**config.mk**
```make
export PLATFORM = sky130hd
export DESIGN_NAME = fetch_sequencer_flat
export DESIGN_NICKNAME = d
export VERILOG_FILES = /design/src/rtl/fetch_sequencer_if.sv /design/src/rtl/fetch_sequencer.sv /design/src/flat_wrapper.sv
export SDC_FILE = /design/constraint.sdc
export NUM_CORES = 1
export LEC_CHECK = 0
export ABC_AREA = 1
export BUFFER_PORTS_ARGS = -buffer_cell sky130_fd_sc_hd__buf_2
export CAP_MARGIN = 0
export CORE_MARGIN = 4
export CORE_UTILIZATION = 30
export CTS_BUF_LIST = sky130_fd_sc_hd__clkbuf_4 sky130_fd_sc_hd__clkbuf_8
export CTS_CLUSTER_DIAMETER = 40
export CTS_CLUSTER_SIZE = 25
export DETAILED_ROUTE_END_ITERATION = 10
export PLACE_DENSITY = 0.49
export RECOVER_POWER = 50
export SLEW_MARGIN = 15
export SYNTH_ARGS = -nofsm -noshare
export SYNTH_HDL_FRONTEND = slang
export SYNTH_SLANG_ARGS = --single-unit
```
**constraint.sdc**
```tcl
create_clock -name Clk -period 4.3 [get_ports Clk]
set_input_delay 0.43 -clock Clk [delete_from_list [all_inputs] [get_ports Clk]]
set_output_delay 0.43 -clock Clk [all_outputs]
set_load 0.005 [all_outputs]
```
**src/rtl/fetch_sequencer_if.sv**
```systemverilog
// Fetch sequencer bus: instruction memory port, decoder/ALU feedback,
// start control, branch-target LUT write port and status outputs.
interface fetch_sequencer_if #(
  parameter int PC_W    = 10,
  parameter int INSTR_W = 9
);
  logic               start;
  logic [PC_W-1:0]    start_addr;
  logic [PC_W-1:0]    imem_addr;
  logic [INSTR_W-1:0] imem_data;
  logic [INSTR_W-1:0] instr_out;
  logic               instr_valid;
  logic               branch_in;
  logic [1:0]         how_high_in;
  logic               cond_in;
  logic               stall;
  logic               lut_we;
  logic [1:0]         lut_idx;
  logic [PC_W-1:0]    lut_data;
  logic [PC_W-1:0]    pc;
  logic [15:0]        icount;
  logic               done;

  modport master (
    input  start, start_addr, imem_data, branch_in, how_high_in, cond_in,
           stall, lut_we, lut_idx, lut_data,
    output imem_addr, instr_out, instr_valid, pc, icount, done
  );

  modport slave (
    output start, start_addr, imem_data, branch_in, how_high_in, cond_in,
           stall, lut_we, lut_idx, lut_data,
    input  imem_addr, instr_out, instr_valid, pc, icount, done
  );
endinterface

```
**src/rtl/fetch_sequencer.sv**
```systemverilog
// Instruction fetch/sequencing unit: owns the PC, fetches from a synchronous
// instruction memory and redirects through a 4-entry branch-target LUT.
module fetch_sequencer #(
  parameter int               PC_W    = 10,
  parameter int               INSTR_W = 9,
  parameter int               OP_W    = 3,
  parameter logic [OP_W-1:0]  HALT_OP = 3'b111
) (
  input  logic              Clk,
  input  logic              Reset_n,
  fetch_sequencer_if.master bus
);

  // state  | meaning
  // S_IDLE | waiting for start after reset
  // S_REQ  | imem_addr = pc presented to memory
  // S_LOAD | memory data valid, captured into ir
  // S_EXEC | ir presented to decoder, instr_valid high
  // S_DONE | halt opcode retired, waiting for restart
  typedef enum logic [2:0] {
    S_IDLE = 3'd0,
    S_REQ  = 3'd1,
    S_LOAD = 3'd2,
    S_EXEC = 3'd3,
    S_DONE = 3'd4
  } state_t;

  state_t             state_q, state_d;
  logic [PC_W-1:0]    pc_q, pc_d;
  logic [INSTR_W-1:0] ir_q, ir_d;
  logic [15:0]        icount_q, icount_d;
  logic [PC_W-1:0]    lut_q [4];
  logic [OP_W-1:0]    opcode;

  assign opcode = ir_q[INSTR_W-1 -: OP_W];

  always_ff @(posedge Clk or negedge Reset_n) begin
    if (!Reset_n) begin
      state_q  <= S_IDLE;
      pc_q     <= '0;
      ir_q     <= '0;
      icount_q <= '0;
    end else begin
      state_q  <= state_d;
      pc_q     <= pc_d;
      ir_q     <= ir_d;
      icount_q <= icount_d;
    end
  end

  always_comb begin
    state_d  = state_q;
    pc_d     = pc_q;
    ir_d     = ir_q;
    icount_d = icount_q;
    case (state_q)
      S_IDLE, S_DONE: begin
        if (bus.start) begin
          pc_d     = bus.start_addr;
          icount_d = '0;
          state_d  = S_REQ;
        end
      end
      S_REQ:  state_d = S_LOAD;
      S_LOAD: begin
        ir_d    = bus.imem_data;
        state_d = S_EXEC;
      end
      S_EXEC: begin
        if (!bus.stall) begin
          if (icount_q != 16'hFFFF) icount_d = icount_q + 16'd1;
          if (opcode == HALT_OP) begin
            state_d = S_DONE;
          end else begin
            // LUT read sees the registered value, so a same-cycle write is not yet visible
            if (bus.branch_in && bus.cond_in) pc_d = lut_q[bus.how_high_in];
            else                              pc_d = pc_q + 1'b1;
            state_d = S_REQ;
          end
        end
      end
      default: state_d = S_IDLE;
    endcase
  end

  always_ff @(posedge Clk or negedge Reset_n) begin
    if (!Reset_n) begin
      for (int i = 0; i < 4; i++) lut_q[i] <= '0;
    end else if (bus.lut_we) begin
      lut_q[bus.lut_idx] <= bus.lut_data;
    end
  end

  assign bus.imem_addr   = pc_q;
  assign bus.instr_out   = ir_q;
  assign bus.instr_valid = (state_q == S_EXEC);
  assign bus.done        = (state_q == S_DONE);
  assign bus.pc          = pc_q;
  assign bus.icount      = icount_q;

endmodule
```
**src/flat_wrapper.sv**
```systemverilog
// flat-port wrapper written by rule: the top's interface ports become plain ports
module fetch_sequencer_flat 
#(
  parameter int               PC_W    = 10,
  parameter int               INSTR_W = 9,
  parameter int               OP_W    = 3,
  parameter logic [OP_W-1:0]  HALT_OP = 3'b111
)
  (Clk, Reset_n, bus_start, bus_start_addr, bus_imem_data, bus_branch_in, bus_how_high_in, bus_cond_in, bus_stall, bus_lut_we, bus_lut_idx, bus_lut_data, bus_imem_addr, bus_instr_out, bus_instr_valid, bus_pc, bus_icount, bus_done);
  fetch_sequencer_if #(.PC_W(PC_W), .INSTR_W(INSTR_W)) bus_i ();
  input  logic Clk;
  input  logic Reset_n;
  input wire logic [$bits(bus_i.start)-1:0] bus_start;
  input wire logic [$bits(bus_i.start_addr)-1:0] bus_start_addr;
  input wire logic [$bits(bus_i.imem_data)-1:0] bus_imem_data;
  input wire logic [$bits(bus_i.branch_in)-1:0] bus_branch_in;
  input wire logic [$bits(bus_i.how_high_in)-1:0] bus_how_high_in;
  input wire logic [$bits(bus_i.cond_in)-1:0] bus_cond_in;
  input wire logic [$bits(bus_i.stall)-1:0] bus_stall;
  input wire logic [$bits(bus_i.lut_we)-1:0] bus_lut_we;
  input wire logic [$bits(bus_i.lut_idx)-1:0] bus_lut_idx;
  input wire logic [$bits(bus_i.lut_data)-1:0] bus_lut_data;
  output wire logic [$bits(bus_i.imem_addr)-1:0] bus_imem_addr;
  output wire logic [$bits(bus_i.instr_out)-1:0] bus_instr_out;
  output wire logic [$bits(bus_i.instr_valid)-1:0] bus_instr_valid;
  output wire logic [$bits(bus_i.pc)-1:0] bus_pc;
  output wire logic [$bits(bus_i.icount)-1:0] bus_icount;
  output wire logic [$bits(bus_i.done)-1:0] bus_done;
  assign bus_i.start = bus_start;
  assign bus_i.start_addr = bus_start_addr;
  assign bus_i.imem_data = bus_imem_data;
  assign bus_i.branch_in = bus_branch_in;
  assign bus_i.how_high_in = bus_how_high_in;
  assign bus_i.cond_in = bus_cond_in;
  assign bus_i.stall = bus_stall;
  assign bus_i.lut_we = bus_lut_we;
  assign bus_i.lut_idx = bus_lut_idx;
  assign bus_i.lut_data = bus_lut_data;
  assign bus_imem_addr = bus_i.imem_addr;
  assign bus_instr_out = bus_i.instr_out;
  assign bus_instr_valid = bus_i.instr_valid;
  assign bus_pc = bus_i.pc;
  assign bus_icount = bus_i.icount;
  assign bus_done = bus_i.done;
  fetch_sequencer #(.PC_W(PC_W), .INSTR_W(INSTR_W), .OP_W(OP_W), .HALT_OP(HALT_OP)) u_core (.Clk(Clk), .Reset_n(Reset_n), .bus(bus_i));
endmodule
```
Yosys cells after proc, flatten, opt, wreduce, memory -nomap -nowiden. Index checks and enable logic that the tools add are counted.

Output and inout port bits: 47. ROM bits: 0. Latch bits: 0. Register bits after elaboration: 78. Memories: 0. Bits in writable memories: 0.

Mux-type cells: 19. Add/sub/neg operators: 2. Shift-type cells: 0. Magnitude comparators: 3. Div/mod/pow operators: 0. Eq/ne operators: 10. Multiply operators: 0. Reduce and logical (&&, ||, !) cells: 8. Bitwise gates (word level): 2.

Operators with widths (count): two-way mux 10 bit (7); two-way mux 16 bit (3); bitwise mux 40 bit (1); one-hot mux 16 bit (2 select lines) (1); binary-select mux 10 bit (select 2 bit) (1); demux 10 bit (select 2 bit) (1); one-hot mux 10 bit (2 select lines) (1); adder 16 x 1 -> 16 bit (second input constant) (1); inequality test 16 bit (second input constant) (1); one-hot mux 3 bit (4 select lines) (1); adder 10 x 1 -> 10 bit (second input constant) (1); two-way mux 3 bit (3); AND reduction 4 bit (2); equality test 3 x 2 -> 1 bit (second input constant) (2); equality test 3 bit (second input constant) (2); greater-or-equal comparator 3 bit (second input constant) (2); inequality test 2 bit (second input constant) (3); NOT 2 -> 3 bit (2); equality test 3 x 1 -> 1 bit (second input constant) (1); logical NOT 3 bit (1); less-than comparator 3 x 1 -> 1 bit (second input constant) (1); logical AND 1 bit (2); inequality test 2 x 1 -> 1 bit (second input constant) (1); AND reduction 2 bit (1); 2 further kinds (2).

Logic depth before layout (Yosys ltp). Gate-level depths: netlist of run 1.

Depth in word-level cells: 8. Depth in mapped cells: 10. Depth with buffers taken out: 9.

Least setup slack after synthesis of run 1. Ideal clock, no wire load.

Path kind: reg-to-reg. Start point: reg u_core.icount_q[0] (netlist: u_core.bus.icount[0]). End point: reg u_core.icount_q[0] (netlist: u_core.bus.icount[0]). Slack: 2.686 ns. Data arrival time: 1.488 ns. Buffers on the path: 1. Cell stages (with the launch flop): 8. Setup time: 0.126 ns. Data required time: 4.174 ns. Path through: dfrtp_1 -> ha_1 -> nand3_2 -> nor2_4 -> nand3b_4 -> o21ai_4 -> buf_6 -> o21ai_0.

Word-level cells in the longest chain between the ends: 4.

RTL lines: start: declaration (line fetch_sequencer.sv:31) `logic [15:0] icount_q, icount_d;`; start signal: assignment (line fetch_sequencer.sv:47) `icount_q <= icount_d;`; adder 16 x 1 -> 16 bit (line fetch_sequencer.sv:71) `if (icount_q != 16'hFFFF) icount_d = icount_q + 16'd1;`; two-way mux 16 bit (line fetch_sequencer.sv:71); two-way mux 16 bit (line fetch_sequencer.sv:70) `if (!bus.stall) begin`; one-hot mux 16 bit (2 select lines) (line fetch_sequencer.sv:56) `case (state_q)`.

Parallel ways exist; a longest one is shown, timed or not. The select of a mux whose other input is x is not followed. A chain may end at the register's enable or synchronous reset.

Worst setup path in the final report of run 1.
Start point: reg u_core.icount_q[0] (netlist: u_core.bus.icount[0]). End point: reg u_core.icount_q[5] (netlist: u_core.bus.icount[5]).

Same word-level chain as after synthesis.

==> metrics.yaml, run 1 <==
fin_worst_skew_ps: 7.645
overflow: 0
reg2reg_slack_ps: 2180
whs_path_depth: 2
ys_seq_area_share_pct: 46.14
tightest_slew_ps: 1985
syn_avg_cell_area_um2: 7.474
cp_max_fo: 27
syn_inst: 566
grt_pass1_wl_um: 18310
hold_violations: 0
cts_tree: "yes"
first_global_vias: 3516
max_freq_ghz: 0.4717
clkLatencyLatePin_ps: 370
final_max_slew_viol_count: 79
synth_ff_type: "dfrtp_1"
hp-start: "bus_imem_data[5]"
fin_tns_setup_ps: 0
crit_required_ps: 4570
drc: 0
min_period_over_period_pct: 49.31
hold_class: "in2reg"
r2r_start: "u_core.bus.icount[0]$_DFFE_PN0P_"
cap_viol_max_count: 1
peakVddDrop_mv: 0.1762
fin_util_pct: 35.63
post_cts_buffers: 0
failed_checks: "capacitance limit, slew limit"
power.density_nw_per_um2: 538.5
status: "finished, violations left"
met1_usage_pct: 19.69
antenna_found_initial: 0
crit_type: "reg2reg"
core_area_um2: 13830
drt-pass1-iter-count: 5
vias_per_cell: 4.546
crit_path_start_kind: "register"
htreeDepth: 3
p_leak_uw: 0.002512
grt.met3_usage_pct: 2.863
r2r_end: "u_core.bus.icount[5]$_DFFE_PN0P_"
wirelength_um: 10870
synth_seq_cells: 78
die_y_um: 126.7
yosysTopAreaCell: "dfrtp_1"
wl_per_cell_um: 13.27
ctsHoldBuffers: 0
antenna_cells: 0
grt_usage_pct: 14.13
grt_start_max_net_pins: 79
drive_gt1_share_pct: 19.25
initial_core_util_pct: 30.59
final_nets: 676
use_met2_pct: 21.42
synth-edff-count: 0
num_rows: 43
clk_pin_slew_worst_paths_ps: 80
synth_top_area_share_pct: 46.14
clock-root-buffer: "clkbuf_8"
dieArea_um2: 16060
io_buffers: 86
synth.most_common_cell: "nand2_1"
cts_resized: 0
syn_nets: 608
clock_sinks: 78
drt_iter0_markers: 205
cts_buffer_depth: 2
hold_end: "u_core.bus.instr_out[5]$_DFFE_PN0P_"
rsz0062_at_grt: "no"
cts_buffers: 9
synth_common_cells: "nand2_1 (190), dfrtp_1 (78), nor2_1 (61), nand3_1 (56), o21ai_0 (54)"
worst_r2r_path_depth: 8
synthTopCellsByArea: "dfrtp_1 (46%), nand2_1 (17%), nand3_1 (6.6%)"
finalSetupViolCount: 0
io-pin-count: 87
synth_cell_types: 30
fin_crit_ps: 2120
hpwl_um: 7482
dr_total_vias: 3723
asyncSetResetFlopFracSynth_pct: 100.0
netlist_area_um2: 4230
gp_congestion: 0.7713
die_x_um: 126.7
drtAntennaViolNets: 0
grt_busiest_layer: "met2"
critPathArrivalTime_ps: 2390
relSlewSlack_pct: -32.34
yosysWarnings: 0
cp-end-kind: "register"
syn_to_final_growth_pct: 16.44
## power by group
| part | internal, uW | switching [uW] |
|---|---|---|
| combinational | 385 | 616 |
| sequential | 910 | 152 |
| clock | 299 | 291 |
## cell type report
cell class | instances | area [um2]
clock buffer | 11 | 151.4
tap | 180 | 225.2
inverter | 49 | 183.9
sequential | 78 | 1952
multi-input combinational | 409 | 1922
clock inverter | 5 | 57.56
fill | 1490 | 8901
timing repair buffer | 87 | 434.2
## worst max-delay path, stage by stage, from the launching register on
cell and delay (ps):
dfrtp_1 460, ha_1 270, nand3_2 150, nor2_4 170
nand3b_4 100, o21ai_4 560, inv_2 150, nand2_1 100
nand2_1 50
## state kept, by name, indices dropped and copies added (netlist names)
register and count:
u_core.bus.imem_addr 10, u_core.lut_q 40, u_core.bus.instr_out 9, u_core.state_q 3, u_core.bus.icount 16
## cell families (layout without fill, tap and decap cells)
family / Yosys count / after routing / synth area share (%)
AO/OA/AOI/OAI: 68 / 68 / 8.932
XOR/XNOR: 7 / 7 / 1.449
adder cells (fa/ha/maj): 2 / 2 / 0.5914
buffers and inverters: 79 / 152 / 8.429
flip-flops: 78 / 78 / 46.14
multiplexers: 9 / 9 / 2.396
AND/OR/NAND/NOR: 323 / 323 / 32.06
## how the worst max path moves through the flow
stage	start	to	slack (ps)	cells past startpoint
floorplan	u_core.bus.icount[0]$_DFFE_PN0P_	u_core.bus.icount[0]$_DFFE_PN0P_	2690	7
global route	u_core.bus.icount[0]$_DFFE_PN0P_	u_core.bus.icount[5]$_DFFE_PN0P_	1960	8
detailed placement	u_core.bus.icount[0]$_DFFE_PN0P_	u_core.bus.icount[5]$_DFFE_PN0P_	2160	8
finish	u_core.bus.icount[0]$_DFFE_PN0P_	u_core.bus.icount[5]$_DFFE_PN0P_	2180	8
CTS	u_core.bus.icount[0]$_DFFE_PN0P_	u_core.bus.icount[5]$_DFFE_PN0P_	2140	8
global placement	u_core.bus.icount[0]$_DFFE_PN0P_	u_core.bus.icount[8]$_DFFE_PN0P_	2230	8
## stage by stage
stage | worst slack, ps | power, uW | hold slack, ps | area (um2) | instances
after floorplan | 2686 | 1831 | 134.4 | 4230 | 566
after global placement | 2230 | 2084 | 462.8 | 4723 | 803
after detailed placement | 2162 | 2103 | 467.8 | 4723 | 803
after CTS | 2144 | 2707 | 264.0 | 4932 | 819
after global routing | 1955 | 2904 | 268.9 | 4926 | 819
final | 2180 | 2653 | 289.4 | 4926 | 819
## layer usage
layer	share of wire (%)	wire [um]
met4	2.1	226
met2	46	4960
met5	0	0
met3	4.4	482
met1	48	5203
## cells in the final DEF, fill, tap and decap left out, types with 2 or more instances in the layout
cell	n
clkbuf_1	3
buf_2	82
o21ai_1	2
nand4_1	8
dfrtp_1	78
mux2_2	9
clkbuf_8	11
xor2_1	5
inv_1	46
clkinvlp_4	3
o21ai_2	5
ha_1	2
nand2_1	190
o21ai_0	54
clkinv_1	2
nor2_4	3
a21oi_1	3
nand3_1	56
xnor2_1	2
nor2_1	61
Power figures use the tool's default switching activity.
==> run 2, diff against run 1 <==
Settings changed: PLACE_DENSITY 0.49 to 0.51.
Clock period 4.3 ns to 1.8 ns, I/O delays scaled along.
==> run 2 against run 1 <==
  * The flow now finishes without violations
  * Routed wire length up 3.0%
  * Worst setup slack got worse by 2100 ps
  * Worst hold slack worse by 240 ps
  * Final cell count increased by 2.3%
  * Flip-flop and latch count stayed put
  * Via count rose by 4.0%
  * Maximum frequency rose by 27%
  * Critical path type unchanged
  * Global-route usage down 0.081 points
  * Clock skew rose by 3.1 ps
  * Clock power up 130%
  * Sequential share of layout area decreased by 1.4 points
  * Critical path depth increased by 1
  * Largest power group is now combinational cells
==> metrics.yaml, run 2 (synthesis results as in run 1) <==
status: "finished, final reports clean"
top_register: "u_core.lut_q"
overflow: 0
initial_core_util_pct: 30.59
rsz0062_at_grt: "no"
hold_class: "in2reg"
syn_to_final_growth_pct: 20.79
io-pin-count: 87
drt_iter0_markers: 257
wl_per_cell_um: 13.36
power_frac_comb_pct: 41.2
crit_required_ps: 2050
fin_util_pct: 36.96
drc: 0
p_leak_uw: 0.002623
die_y_um: 126.7
grt_usage_pct: 14.05
place_area_um2: 4868
pre_cts_ws_ps: 94.55
first_global_vias: 3622
dieArea_um2: 16060
hpwl_um: 7877
cts_tree: "yes"
die_x_um: 126.7
antenna_found_initial: 0
fin_crit_ps: 1673
cp_max_fo: 27
critPathArrivalTime_ps: 1920
max_freq_ghz: 0.5978
drtAntennaViolNets: 0
final_common_cell: "nand2_1"
hold_violations: 0
clock-root-buffer: "clkbuf_8"
vias_per_cell: 4.619
wirelength_um: 11190
drt-pass1-iter-count: 4
core_area_um2: 13830
ff_latch_area_um2: 1952
fin_ws_ps: 127.3
crit_path_start_kind: "register"
power_frac_seq_pct: 38.2
clkLatencyLatePin_ps: 360
p_total_uw: 6609
final_max_slew_viol_count: 0
fin_worst_skew_ps: 10.74
cts_buffer_depth: 2
largest_register_ffs: 40
fin_tns_setup_ps: 0
relSlewSlack_pct: 14.47
internal-power_uw: 3964
dr_total_vias: 3871
switching_share_pct: 40.02
gp_congestion: 0.8638
cts_buffers: 9
clock_sinks: 78
clk_pin_slew_worst_paths_ps: 90
fill_cells: 1461
crit_type: "reg2reg"
min_period_over_period_pct: 92.93
p_sw_uw: 2645
grt_pass1_wl_um: 18340
finalSetupViolCount: 0
cp-end-kind: "register"
drive_gt1_share_pct: 21.77
tightest_slew_ps: 1283
io_buffers: 86
clockPowerShare_pct: 20.6
cap_viol_max_count: 0
htreeDepth: 3
final_area_um2: 5110
num_rows: 43
peakVddDrop_mv: 0.4966
multi_input_area_um2: 1929
mostFrequentLayoutCells: "nand2_1 (190), buf_2 (85), dfrtp_1 (78)"
power.density_nw_per_um2: 1293
final_nets: 694
grt_start_max_net_pins: 58
run 2: cell count changes in the layout (fill, tap and decap cells not counted), moves of 2 or more:
| cell | delta |
|---|---|
| buf_4 | +13 |
| buf_12 | +3 |
| buf_2 | +3 |
| clkbuf_1 | -2 |
| clkbuf_8 | -2 |
| clkinv_4 | +2 |
| clkinvlp_4 | -2 |
run 2: worst paths after layout:
path	cells after the start	end	slack [ps]	from
worst max register to register	9	u_core.bus.icount[4]$_DFFE_PN0P_	130	u_core.bus.icount[1]$_DFFE_PN0P_
worst max-delay path	9	u_core.bus.icount[4]$_DFFE_PN0P_	130	u_core.bus.icount[1]$_DFFE_PN0P_
worst min-delay path	2	u_core.bus.instr_out[4]$_DFFE_PN0P_	50	bus_imem_data[4]
max in group asynchronous	3	u_core.lut_q[11]$_DFFE_PN0P_	250	Reset_n
worst min register to register	2	u_core.lut_q[15]$_DFFE_PN0P_	490	u_core.lut_q[15]$_DFFE_PN0P_
min in group asynchronous	2	u_core.bus.icount[12]$_DFFE_PN0P_	630	Reset_n
run 2: layout make-up:
type,count,share of cell area [%]
flip-flops and latches,78,38.20
well taps,180,4.407
clock buffers,9,2.424
inverters,49,3.599
multi-input cells,409,37.76
clock inverters,7,1.445
diodes,1,0.04897
repair buffers,105,12.12
run 2: power groups by stage:
stage / Combinational, uW / Sequential [uW] / Clock [uW]
2_1_floorplan: 1850 / 2520 / 0
4_1_cts: 2630 / 2530 / 1410
6_report: 2720 / 2520 / 1360
3_5_place_dp: 2630 / 2550 / 0
3_3_place_gp: 2580 / 2540 / 0
5_1_grt: 3080 / 2600 / 1490
run 2: metrics by stage:
step	instances	hold slack [ps]
4_1_cts	836	29.01
5_1_grt	837	26.69
3_5_place_dp	819	94.60
6_report	838	48.58
3_3_place_gp	819	91.63
2_1_floorplan	566	-115.6
run 2: critical path, cell delays in order (launching register included):
cell	delay, ps
dfrtp_1	360
ha_1	250
nand3_2	150
nor2_4	180
nand3b_4	100
o21ai_4	150
buf_12	190
inv_2	80
nand2_1	70
nand2_1	50
run 2: timing repair:
action	4_1_cts	5_1_grt
endpoints found under the setup margin	0	14
buffers inserted	0	1
hold buffers	1	0
resized for setup	0	4
hold endpoints to repair	21	0
run 2: layer usage:
metal	GRT usage [%]	part of all wire [%]	up-vias
li1	-	-	1968
met2	21.51	44	70
met1	19.91	50	1817
met5	0	0	-
met3	2.611	4.5	16
met4	4.984	1.8	0
==> run 3, diff against run 2 <==
Settings changed: CTS_BUF_LIST sky130_fd_sc_hd__clkbuf_4 sky130_fd_sc_hd__clkbuf_8 to unset.
==> run 3 against run 2 <==
  * Clock skew down 4.5 ps
  * Final cell count down 0.24%
  * Final area up 1.2%
==> metrics.yaml, run 3 (synthesis results as in run 1) <==
dp_cells: 819
top_register: "u_core.lut_q"
peakVddDrop_mv: 0.5572
htreeDepth: 3
fin_tns_setup_ps: 0
cp_max_fo: 25
tightest_slew_ps: 808.9
fin_crit_ps: 1715
cp_top_family: "buffers and inverters"
hpwl_um: 7877
hp-start: "bus_imem_data[4]"
clock-root-buffer: "clkbuf_16"
crit_path_start_kind: "register"
status: "finished, final reports clean"
largest_register_ffs: 40
fin_worst_skew_ps: 6.225
reg2reg_slack_ps: 130
gp_congestion: 0.8638
initial_core_util_pct: 30.59
core_area_um2: 13830
final_nets: 693
power_frac_seq_pct: 36.2
grt_usage_pct: 14.00
r2r_start: "u_core.bus.icount[1]$_DFFE_PN0P_"
cts_buffers: 9
final_area_um2: 5170
fin_util_pct: 37.39
clkLatencyLatePin_ps: 330
wl_per_cell_um: 13.34
antenna_cells: 0
crit_type: "reg2out"
first_global_vias: 3600
finalNonFillerCells: 836
power_frac_comb_pct: 37.5
cp_cell_sequence: "nand2_1 > nor2_4 > buf_4 > buf_2"
whs_ps: 73.59
power.density_nw_per_um2: 1352
cts_tree: "yes"
crit_buf_inv: 2
die_x_um: 126.7
antenna_found_initial: 0
critPathArrivalTime_ps: 1540
hold_class: "in2reg"
max_freq_ghz: 0.5830
syn_to_final_growth_pct: 22.21
clockPowerShare_pct: 26.4
cts_buffer_depth: 2
p_leak_uw: 0.002658
p_sw_uw: 2672
min_period_over_period_pct: 95.30
crit_slowest_cell: "dfrtp_1"
wirelength_um: 11150
internal-power_uw: 4319
mostFrequentLayoutCells: "nand2_1 (190), buf_2 (85), dfrtp_1 (78)"
hold_violations: 0
cp-end-kind: "output pin"
switching_share_pct: 38.22
final_max_slew_viol_count: 0
clock_sinks: 78
rsz0062_at_grt: "yes"
place_area_um2: 4868
drc: 0
io_buffers: 86
drive_gt1_share_pct: 21.65
drt-pass1-iter-count: 5
post_cts_buffers: 0
drtAntennaViolNets: 0
crit_start: "u_core.state_q[1]$_DFFE_PN0P_"
dieArea_um2: 16060
dr_total_vias: 3875
relSlewSlack_pct: 46.07
crit_required_ps: 1620
io-pin-count: 87
final_common_cell: "nand2_1"
num_rows: 43
grt_start_max_net_pins: 58
grt_pass1_wl_um: 18330
cap_viol_max_count: 0
vias_per_cell: 4.635
clk_pin_slew_worst_paths_ps: 60
cp_slowest_stage_delay_ps: 370
die_y_um: 126.7
drt_iter0_markers: 293
finalSetupViolCount: 0
overflow: 0
[run 3: layout make-up]
class	count	area [um2]
clock buffers	9	225.2
fillers	1453	8657
clock inverters	7	73.82
multi-input cells	409	1927
repair buffers	104	583.1
inverters	49	183.9
flip-flops and latches	78	1952
well taps	180	225.2
[run 3: path summary, 6_finish.rpt]
| kind | to | cells after the start |
|---|---|---|
| setup / recovery | bus_instr_valid | 4 |
| hold / removal | u_core.bus.instr_out[4]$_DFFE_PN0P_ | 2 |
| setup reg to reg | u_core.bus.icount[4]$_DFFE_PN0P_ | 9 |
| hold reg to reg | u_core.lut_q[35]$_DFFE_PN0P_ | 2 |
| max in group asynchronous | u_core.bus.imem_addr[6]$_DFFE_PN0P_ | 3 |
| min in group asynchronous | u_core.bus.icount[12]$_DFFE_PN0P_ | 2 |
[run 3: power by group through the flow]
stage / clock network, uW / logic, uW / registers (uW)
global route: 1980 / 2980 / 2600
detailed placement: 0 / 2630 / 2550
CTS: 1900 / 2640 / 2530
global placement: 0 / 2580 / 2540
finish: 1840 / 2620 / 2530
floorplan: 0 / 1850 / 2520
[run 3: per-layer routing]
| layer | wire length (um) | vias to the layer above | track usage [%] |
|---|---|---|---|
| li1 | - | 1966 | - |
| met1 | 5503 | 1808 | 19.96 |
| met2 | 4985 | 93 | 21.64 |
| met3 | 556 | 8 | 2.611 |
| met4 | 108 | 0 | 4.227 |
| met5 | 0 | - | 0 |
[run 3: worst register-to-register path, delay by kind of cell, from the launching register on]
family / cells / cell delay [ps]
flops: 1 / 350
fa+ha+maj: 1 / 250
buf+inv: 2 / 270
compound gates: 1 / 150
simple gates: 5 / 550
[run 3: timing repair]
item,CTS,global route
hold buffers,1,0
endpoints found under the setup margin,0,13
endpoints found under the hold margin,21,0
resized for setup,0,1
[run 3: stage by stage]
| step | setup WS (ps) | total power (uW) |
|---|---|---|
| after CTS | 73.95 | 7068 |
| after global placement | 210.6 | 5119 |
| after global routing | -15.19 | 7559 |
| final | 84.62 | 6991 |
| after detailed placement | 94.55 | 5182 |
| after floorplan | 186.3 | 4373 |
